## config.mk

```make
export PLATFORM = sky130hd
export DESIGN_NAME = cacheline_mem_arbiter_flat
export DESIGN_NICKNAME = d
export VERILOG_FILES = /design/src/rtl/cacheline_mem_arbiter_if.sv /design/src/rtl/cacheline_mem_arbiter.sv /design/src/flat_wrapper.sv
export SDC_FILE = /design/constraint.sdc
export NUM_CORES = 2
export LEC_CHECK = 0
export CAP_MARGIN = 5
export CELL_PAD_IN_SITES_DETAIL_PLACEMENT = 0
export CELL_PAD_IN_SITES_GLOBAL_PLACEMENT = 2
export CORE_AREA = 2 2 540 542
export DETAILED_ROUTE_END_ITERATION = 6
export DIE_AREA = 0 0 542 544
export PLACE_DENSITY_LB_ADDON = 0.1
export SYNTH_ARGS = -nofsm -noshare
export SYNTH_HDL_FRONTEND = slang
export SYNTH_SLANG_ARGS = --single-unit
export TNS_END_PERCENT = 1
```

## constraint.sdc

```tcl
create_clock -name clk -period 3.1 [get_ports clk]
set_input_delay 0.62 -clock clk [delete_from_list [all_inputs] [get_ports clk]]
set_output_delay 0.62 -clock clk [all_outputs]
set_load 0.005 [all_outputs]
```

## src/rtl/cacheline_mem_arbiter_if.sv

```systemverilog
`default_nettype none
// ============================================================================
// Module   : cacheline_mem_arbiter_if
// Purpose  : Bus bundle between the icache/dcache controllers, the shared
//            cacheline memory port and the arbiter that multiplexes them.
// Revision : 1.0 - initial release
// ============================================================================
interface cacheline_mem_arbiter_if #(
  parameter int LINE_W = 256,
  parameter int ADDR_W = 32
);

  // icache side
  logic              i_read;
  logic [ADDR_W-1:0] i_address;
  logic [LINE_W-1:0] i_rdata;
  logic              i_resp;

  // dcache side
  logic              d_read;
  logic              d_write;
  logic [ADDR_W-1:0] d_address;
  logic [LINE_W-1:0] d_wdata;
  logic [LINE_W-1:0] d_rdata;
  logic              d_resp;

  // physical memory side
  logic              pmem_read;
  logic              pmem_write;
  logic [ADDR_W-1:0] pmem_address;
  logic [LINE_W-1:0] pmem_wdata;
  logic [LINE_W-1:0] pmem_rdata;
  logic              pmem_resp;

  // status
  logic              busy;

  // Arbiter view: consumes requests and memory responses, drives the rest.
  modport slave (
    input  i_read, i_address,
    output i_rdata, i_resp,
    input  d_read, d_write, d_address, d_wdata,
    output d_rdata, d_resp,
    output pmem_read, pmem_write, pmem_address, pmem_wdata,
    input  pmem_rdata, pmem_resp,
    output busy
  );

  // Environment view: caches plus memory model driving into the arbiter.
  modport master (
    output i_read, i_address,
    input  i_rdata, i_resp,
    output d_read, d_write, d_address, d_wdata,
    input  d_rdata, d_resp,
    input  pmem_read, pmem_write, pmem_address, pmem_wdata,
    output pmem_rdata, pmem_resp,
    input  busy
  );

endinterface
`default_nettype wire

```

## src/rtl/cacheline_mem_arbiter.sv

```systemverilog
`default_nettype none
// ============================================================================
// Module   : cacheline_mem_arbiter
// Purpose  : Round-robin arbiter sharing one cacheline-wide memory port
//            between the instruction and data caches. The winner's command
//            is latched, run to completion, and answered with a registered
//            one-cycle response pulse.
// Revision : 1.0 - initial release
// ============================================================================
module cacheline_mem_arbiter #(
  parameter int LINE_W = 256,
  parameter int ADDR_W = 32
) (
  input  logic                    clk,
  input  logic                    rst_n,
  cacheline_mem_arbiter_if.slave  bus
);

  typedef enum logic [2:0] {
    IDLE    = 3'd0,
    SERVE_I = 3'd1,
    SERVE_D = 3'd2,
    DONE_I  = 3'd3,
    DONE_D  = 3'd4
  } state_t;

  localparam logic GRANT_I = 1'b0;
  localparam logic GRANT_D = 1'b1;

  state_t            state;
  state_t            state_next;

  logic              last_grant;
  logic              cmd_write;
  logic [ADDR_W-1:0] cmd_address;
  logic [LINE_W-1:0] cmd_wdata;
  logic [LINE_W-1:0] i_rdata_q;
  logic [LINE_W-1:0] d_rdata_q;

  logic              i_req;
  logic              d_req;
  logic              take_i;
  logic              take_d;
  logic              capture_i;
  logic              capture_d;

  // The icache only ever reads; the dcache asks for a read or a writeback.
  assign i_req = bus.i_read;
  assign d_req = bus.d_read | bus.d_write;

  // Next-state and grant decisions; requests are only looked at in IDLE
  // and memory responses only in the SERVE states.
  always_comb begin
    state_next = state;
    take_i     = 1'b0;
    take_d     = 1'b0;
    capture_i  = 1'b0;
    capture_d  = 1'b0;
    case (state)
      IDLE: begin
        if (d_req && (!i_req || (last_grant == GRANT_I))) begin
          take_d     = 1'b1;
          state_next = SERVE_D;
        end else if (i_req) begin
          take_i     = 1'b1;
          state_next = SERVE_I;
        end
      end
      SERVE_I: begin
        if (bus.pmem_resp) begin
          capture_i  = 1'b1;
          state_next = DONE_I;
        end
      end
      SERVE_D: begin
        if (bus.pmem_resp) begin
          // A writeback returns no line, so d_rdata keeps its old value.
          capture_d  = ~cmd_write;
          state_next = DONE_D;
        end
      end
      DONE_I:  state_next = IDLE;
      DONE_D:  state_next = IDLE;
      default: state_next = IDLE;
    endcase
  end

  // State register.
  always_ff @(posedge clk) begin
    if (!rst_n) begin
      state <= IDLE;
    end else begin
      state <= state_next;
    end
  end

  // Latch the winner's command and remember who won for round-robin.
  // Reset leaves last_grant pointing at D so the icache wins first contention.
  always_ff @(posedge clk) begin
    if (!rst_n) begin
      last_grant  <= GRANT_D;
      cmd_write   <= 1'b0;
      cmd_address <= '0;
      cmd_wdata   <= '0;
    end else if (take_d) begin
      last_grant  <= GRANT_D;
      cmd_write   <= bus.d_write;
      cmd_address <= bus.d_address;
      cmd_wdata   <= bus.d_wdata;
    end else if (take_i) begin
      last_grant  <= GRANT_I;
      cmd_write   <= 1'b0;
      cmd_address <= bus.i_address;
    end
  end

  // Capture returned lines; each port holds its last line until refilled.
  always_ff @(posedge clk) begin
    if (!rst_n) begin
      i_rdata_q <= '0;
      d_rdata_q <= '0;
    end else begin
      if (capture_i) begin
        i_rdata_q <= bus.pmem_rdata;
      end
      if (capture_d) begin
        d_rdata_q <= bus.pmem_rdata;
      end
    end
  end

  // Every output is a register or a decode of the state register, so no
  // request or pmem_resp input reaches an output combinationally.
  assign bus.pmem_read    = (state == SERVE_I) || ((state == SERVE_D) && !cmd_write);
  assign bus.pmem_write   = (state == SERVE_D) && cmd_write;
  assign bus.pmem_address = cmd_address;
  assign bus.pmem_wdata   = cmd_wdata;
  assign bus.i_resp       = (state == DONE_I);
  assign bus.d_resp       = (state == DONE_D);
  assign bus.i_rdata      = i_rdata_q;
  assign bus.d_rdata      = d_rdata_q;
  assign bus.busy         = (state != IDLE);

endmodule
`default_nettype wire

```

## src/flat_wrapper.sv

```systemverilog
// flat-port wrapper written by rule: the top's interface ports become plain ports
module cacheline_mem_arbiter_flat 
#(
  parameter int LINE_W = 256,
  parameter int ADDR_W = 32
)
  (clk, rst_n, bus_i_read, bus_i_address, bus_i_rdata, bus_i_resp, bus_d_read, bus_d_write, bus_d_address, bus_d_wdata, bus_d_rdata, bus_d_resp, bus_pmem_read, bus_pmem_write, bus_pmem_address, bus_pmem_wdata, bus_pmem_rdata, bus_pmem_resp, bus_busy);
  cacheline_mem_arbiter_if #(.LINE_W(LINE_W), .ADDR_W(ADDR_W)) bus_i ();
  input  logic clk;
  input  logic rst_n;
  input wire logic [$bits(bus_i.i_read)-1:0] bus_i_read;
  input wire logic [$bits(bus_i.i_address)-1:0] bus_i_address;
  output wire logic [$bits(bus_i.i_rdata)-1:0] bus_i_rdata;
  output wire logic [$bits(bus_i.i_resp)-1:0] bus_i_resp;
  input wire logic [$bits(bus_i.d_read)-1:0] bus_d_read;
  input wire logic [$bits(bus_i.d_write)-1:0] bus_d_write;
  input wire logic [$bits(bus_i.d_address)-1:0] bus_d_address;
  input wire logic [$bits(bus_i.d_wdata)-1:0] bus_d_wdata;
  output wire logic [$bits(bus_i.d_rdata)-1:0] bus_d_rdata;
  output wire logic [$bits(bus_i.d_resp)-1:0] bus_d_resp;
  output wire logic [$bits(bus_i.pmem_read)-1:0] bus_pmem_read;
  output wire logic [$bits(bus_i.pmem_write)-1:0] bus_pmem_write;
  output wire logic [$bits(bus_i.pmem_address)-1:0] bus_pmem_address;
  output wire logic [$bits(bus_i.pmem_wdata)-1:0] bus_pmem_wdata;
  input wire logic [$bits(bus_i.pmem_rdata)-1:0] bus_pmem_rdata;
  input wire logic [$bits(bus_i.pmem_resp)-1:0] bus_pmem_resp;
  output wire logic [$bits(bus_i.busy)-1:0] bus_busy;
  assign bus_i.i_read = bus_i_read;
  assign bus_i.i_address = bus_i_address;
  assign bus_i_rdata = bus_i.i_rdata;
  assign bus_i_resp = bus_i.i_resp;
  assign bus_i.d_read = bus_d_read;
  assign bus_i.d_write = bus_d_write;
  assign bus_i.d_address = bus_d_address;
  assign bus_i.d_wdata = bus_d_wdata;
  assign bus_d_rdata = bus_i.d_rdata;
  assign bus_d_resp = bus_i.d_resp;
  assign bus_pmem_read = bus_i.pmem_read;
  assign bus_pmem_write = bus_i.pmem_write;
  assign bus_pmem_address = bus_i.pmem_address;
  assign bus_pmem_wdata = bus_i.pmem_wdata;
  assign bus_i.pmem_rdata = bus_pmem_rdata;
  assign bus_i.pmem_resp = bus_pmem_resp;
  assign bus_busy = bus_i.busy;
  cacheline_mem_arbiter #(.LINE_W(LINE_W), .ADDR_W(ADDR_W)) u_core (.clk(clk), .rst_n(rst_n), .bus(bus_i));
endmodule
```

Yosys cells after proc, flatten, opt, wreduce, memory -nomap -nowiden:

Index checks and enable logic that the tools add are counted.

* flip-flop bits (word level): 805
* latch bits: 0
* RAM bits: 0
* ROM bits: 0
* input bits: 582
* output and inout port bits: 805
* word-level logic and storage cells: 48
* memories: 0

* add/sub/neg operators: 0
* multipliers: 0
* div/mod/pow operators: 0
* $lt $le $gt $ge: 0
* equality and inequality tests: 7
* shift-type cells: 0
* multiplexer cells: 18
* bitwise logic cells: 4
* reduce and logical (&&, ||, !) cells: 12

Operator list (number)
* 32-bit 2-to-1 mux: 2
* 3-bit 2-to-1 mux: 4
* 1-bit 2-to-1 mux: 11
* 3-bit one-hot mux with 3 select lines: 1
* 3-bit by 2-bit equality test with 1-bit output (second input constant): 2
* 2-bit inequality test (second input constant): 2
* 3-bit by 1-bit equality test with 1-bit output (second input constant): 1
* 3-bit equality test (second input constant): 1
* 1-bit logical AND: 3
* 3-bit zero test: 1
* 3-bit by 2-bit inequality test with 1-bit output (second input constant): 1
* 1-bit inverter: 3
* 3-bit AND reduction: 1
* 3-bit nonzero test: 1
* 1-bit zero test: 2
* 1-bit logical OR: 2
* 2-bit nonzero test: 1
* 2-bit OR reduction: 1
* 1-bit OR: 1

Logic depth before layout (Yosys ltp):

* word-level depth: 7
* mapped depth: 7
* gate-level depth less buffers: 4

Worst setup path before layout:

OpenSTA, ideal clock, no wires.

* kind: register to output
* from: register u_core.state[1]
* to: output port bus_pmem_read
* data arrival time: 1.330 ns
* data required time: 2.480 ns
* slack: 1.150 ns
* stages on the path, launching flop included: 6
* path buffers: 3
* cell sequence: dfxtp_1 or3b_1 buf_2 clkbuf_1 clkbuf_1 a21oi_1

* word-level cells in the longest chain between the ends: 3
* elaborated cells on any way between the ends: 4
* those cells by class: 2 x eq/ne; 2 x reduce/logical

Ends and longest elaborated chain
* start: declaration: RTL line cacheline_mem_arbiter.sv:30 `state_t state;`
* start signal: assignment: RTL line cacheline_mem_arbiter.sv:93 `state <= state_next;`
* 3-bit by 2-bit equality test with 1-bit output: RTL line cacheline_mem_arbiter.sv:134 `assign bus.pmem_read = (state == SERVE_I) || ((state == SERVE_D) && !cmd_write);`
* 1-bit logical AND: RTL line cacheline_mem_arbiter.sv:134
* 1-bit logical OR (*): RTL line cacheline_mem_arbiter.sv:134
* end: declaration: RTL line flat_wrapper.sv:21 `output wire logic [$bits(bus_i.pmem_read)-1:0] bus_pmem_read;`

Mark *: on every way between the ends. The rest lies on a longest branch, timed or not.

Final worst setup path:

* from: register u_core.state[1]
* to: output port bus_busy

* word-level cells in the longest chain between the ends: 1

Ends and longest elaborated chain
* 3-bit nonzero test: RTL line cacheline_mem_arbiter.sv:142 `assign bus.busy = (state != IDLE);`
* end: declaration: RTL line flat_wrapper.sv:27 `output wire logic [$bits(bus_i.busy)-1:0] bus_busy;`

Every way passes these cells.

==> summary.txt <==
Power
  – VDD IR max: 0.000426 V
  – PwrDens: 583 nW/um2
  – Total power: between 0.03 and 0.04 W
  – Leak: 17.3 nW

Detailed routing
  – DRT Pass-1 Iters: 5
  – Final WL: approximately 230000 um
  – Average wire per standard cell: around 27 um
  – Iteration-0 DRC Markers: ~1300
  – Vias/cell: 3.67
  – DRC violations left: 0
  – Final ANT Viol Nets: 0
  – Total number of vias: 32200

STA
  – Final hold vios: 0
  – Period utilization: 0.947
  – Relative slew slack: 0.450
  – Skew final: 0.0429 ns
  – Worst-margin pin slew: 0.825 ns
  – Slew Limit Fails: 0
  – Final setup fails: 0
  – Hold slack: ~0.12 ns
  – Highest clock rate: 341 MHz
  – TNS Setup: 0 ns
  – Tmin final: 2.94 ns
  – Unrepaired setup endpoints after global routing: false

Final layout
  – Most common cell after layout, fill and taps aside: clkdlybuf4s50_1
  – Final #Nets: around 5400
  – Share of layout cells above drive strength 1: 0.0675
  – Most frequent cells in the layout: clkdlybuf4s50_1, dfxtp_1, o21ai_0
  – Fill count: 32200
  – Post-route insts no fill: ~8800
  – Area growth from synthesis to layout: 71.7%

Logic synthesis
  – Number of synthesized register bits: about 810
  – Synth unique cells: 31
  – Syn avg cell area: 8.75 um2
  – Syn nets: 4178
  – Area of the mapped netlist: 31500 um2
  – Yosys warnings: 0
  – Post-synthesis sequential area ratio: 0.512
  – Synthesized instance count: 3596

Floorplan
  – Initial cell density of the core: 0.109
  – FP Rows: 198
  – Die span in y: about 540 um
  – I/O pins: 1387
  – Die area: 295000 um2
  – Die extent in x: 542 um
  – Core footprint: 289000 um2

Place
  – Inst Count DP: 8516
  – GP Congestion: 0.744
  – HPWL after DPL: 173000 um
  – Port bufs: 1386

Outcome
  – Status: finished, final reports clean

Clock tree
  – Clock Path Buffers: 4
  – CTS root buffer: clkbuf_16
  – Clock insertion delay at the later pin of the skew report: around 0.88 ns
  – H-tree depth: 3
  – Clk sinks: 805
  – Clock transition at path regs: 0.06 ns
  – CTS Buf Count: 121
  – CTS tree: done

Global routing
  – GRT Resource Usage Total: 0.152
  – Antenna violations before repair: approximately 150
  – Gr ovfl total: 0
  – Vias in the first global route: 33300
  – Largest net degree at the start of global routing: 136
  – First-pass GRT wire length: approximately 310000 um

Worst setup path
  – Worst Path Arrival: 2.32 ns
  – Kind of critical path: flop to primary output
  – Slowest cell delay on critical path: 0.63 ns
  – Crit Reg-Reg Startpoint: u_core.cmd_write
  – Slowest-stage cell, CP: clkdlybuf4s50_1
  – Crit path cell chain: nor3_4 > buf_12 > inv_8 > clkdlybuf4s50_1
  – Worst setup startpoint: u_core.state[1]
  – Top Family by Delay on Critical Path: buffers and inverters
  – Max FO, Critical Path: 32
  – Crit path required time: 2.48 ns
  – Critical Path Start Type: flop
  – Setup crit end kind: primary output
  – Worst Path Buf+Inv: 3

Worst hold path
  – Hold_sp: rst_n
  – Hold/Removal Path Class: primary input to flop

Flow run
  – Max-Cap Viols: 0
[area by class of cell]
| cell class | instances | area (um2) | share of cell area |
|---|---|---|---|
| multi-input cells | 2398 | 13800 | 0.255 |
| well taps | 3800 | 4750 | 0.0880 |
| repair buffers | 1513 | 15600 | 0.288 |
| clock inverters | 19 | 198 | 0.00366 |
| flip-flops and latches | 805 | 16100 | 0.298 |
| clock buffers | 197 | 3530 | 0.0654 |
| inverters | 3 | 18.8 | 0.000347 |
| diodes | 35 | 87.6 | 0.00162 |
[worst paths after layout]
path | end | slack, ns | depth (start not counted)
worst max-delay path | bus_busy | 0.16 | 4
worst min-delay path | u_core.bus.pmem_wdata[62] | 0.12 | 2
worst max register to register | u_core.bus.d_rdata[172] | 0.55 | 6
worst min register to register | u_core.bus.i_rdata[209] | 0.45 | 2
[layer usage]
| metal | vias up | wire (um) | GRT usage |
|---|---|---|---|
| li1 | 15100 | - | - |
| met1 | 15400 | 88500 | 0.163 |
| met2 | 1110 | 115000 | 0.268 |
| met3 | 404 | 23300 | 0.0710 |
| met4 | 146 | 6420 | 0.0414 |
| met5 | - | 927 | 0 |
[synth_stat cells, drive strengths merged]
| cell | number | area share |
|---|---|---|
| o21ai | 514 | 0.082 |
| o211ai | 1 | 0.00024 |
| o221a | 32 | 0.011 |
| a21boi | 769 | 0.18 |
| nor2 | 1 | 0.00020 |
| buf | 134 | 0.022 |
| clkbuf | 256 | 0.031 |
| a21oi | 3 | 0.00048 |
| inv | 3 | 0.00036 |
| or3b | 1 | 0.00028 |
| nor2b | 1 | 0.00020 |
| o31a | 32 | 0.0089 |
| nor3 | 4 | 0.00099 |
| o311a | 1 | 0.00032 |
| nand2b | 3 | 0.00060 |
| o21bai | 1 | 0.00024 |
| nor4bb | 2 | 0.00064 |
| dfxtp | 805 | 0.51 |
| nand2 | 513 | 0.061 |
| nor3b | 2 | 0.00064 |
| nand3 | 514 | 0.082 |
| a2bb2oi | 1 | 0.00048 |
| and3b | 1 | 0.00028 |
| nand4bb | 1 | 0.00036 |
| o2bb2ai | 1 | 0.00028 |
[repair_timing]
item,in CTS,in global routing
cloned,0,0
setup endpoints to repair,3,1
hold buffers,0,0
hold endpoints to repair,0,0
pin swaps,0,1
gates resized for setup,2,0
buffers inserted,0,3
[power breakdown]
part | internal (W) | switching (W)
sequential | 0.0111 | 0.000376
clock | 0.00794 | 0.00571
combinational | 0.00281 | 0.00359
total | 0.0218 | 0.00968
[flip-flops by register name, indices dropped and copies added (netlist names)]
register                 flops
u_core.bus.d_rdata         256
u_core.bus.i_rdata         256
u_core.bus.pmem_wdata      256
u_core.bus.pmem_address     32
u_core.state                 3
u_core.cmd_write             1
u_core.last_grant            1
[through the flow]
step / area, um2 / util / worst slack, ns
after floorplan: 31500 / - / 1.15
final: 54000 / 0.187 / 0.164
after CTS: 53900 / 0.186 / -0.0558
after detailed placement: 50200 / 0.173 / 0.418
after global placement: 50200 / 0.173 / 0.439
after global routing: 54000 / 0.187 / 0.0378
[logic make-up (layout without fill, tap and decap cells)]
family | count (synthesis) | count (layout) | synth area share
buffers and inverters | 393 | 1732 | 0.0534
other | 0 | 35 | 0
DFF | 805 | 805 | 0.512
and+or+nand+nor | 1043 | 1043 | 0.147
AOI/OAI and AO/OA | 1355 | 1355 | 0.288
Power figures use the tool's default switching activity.
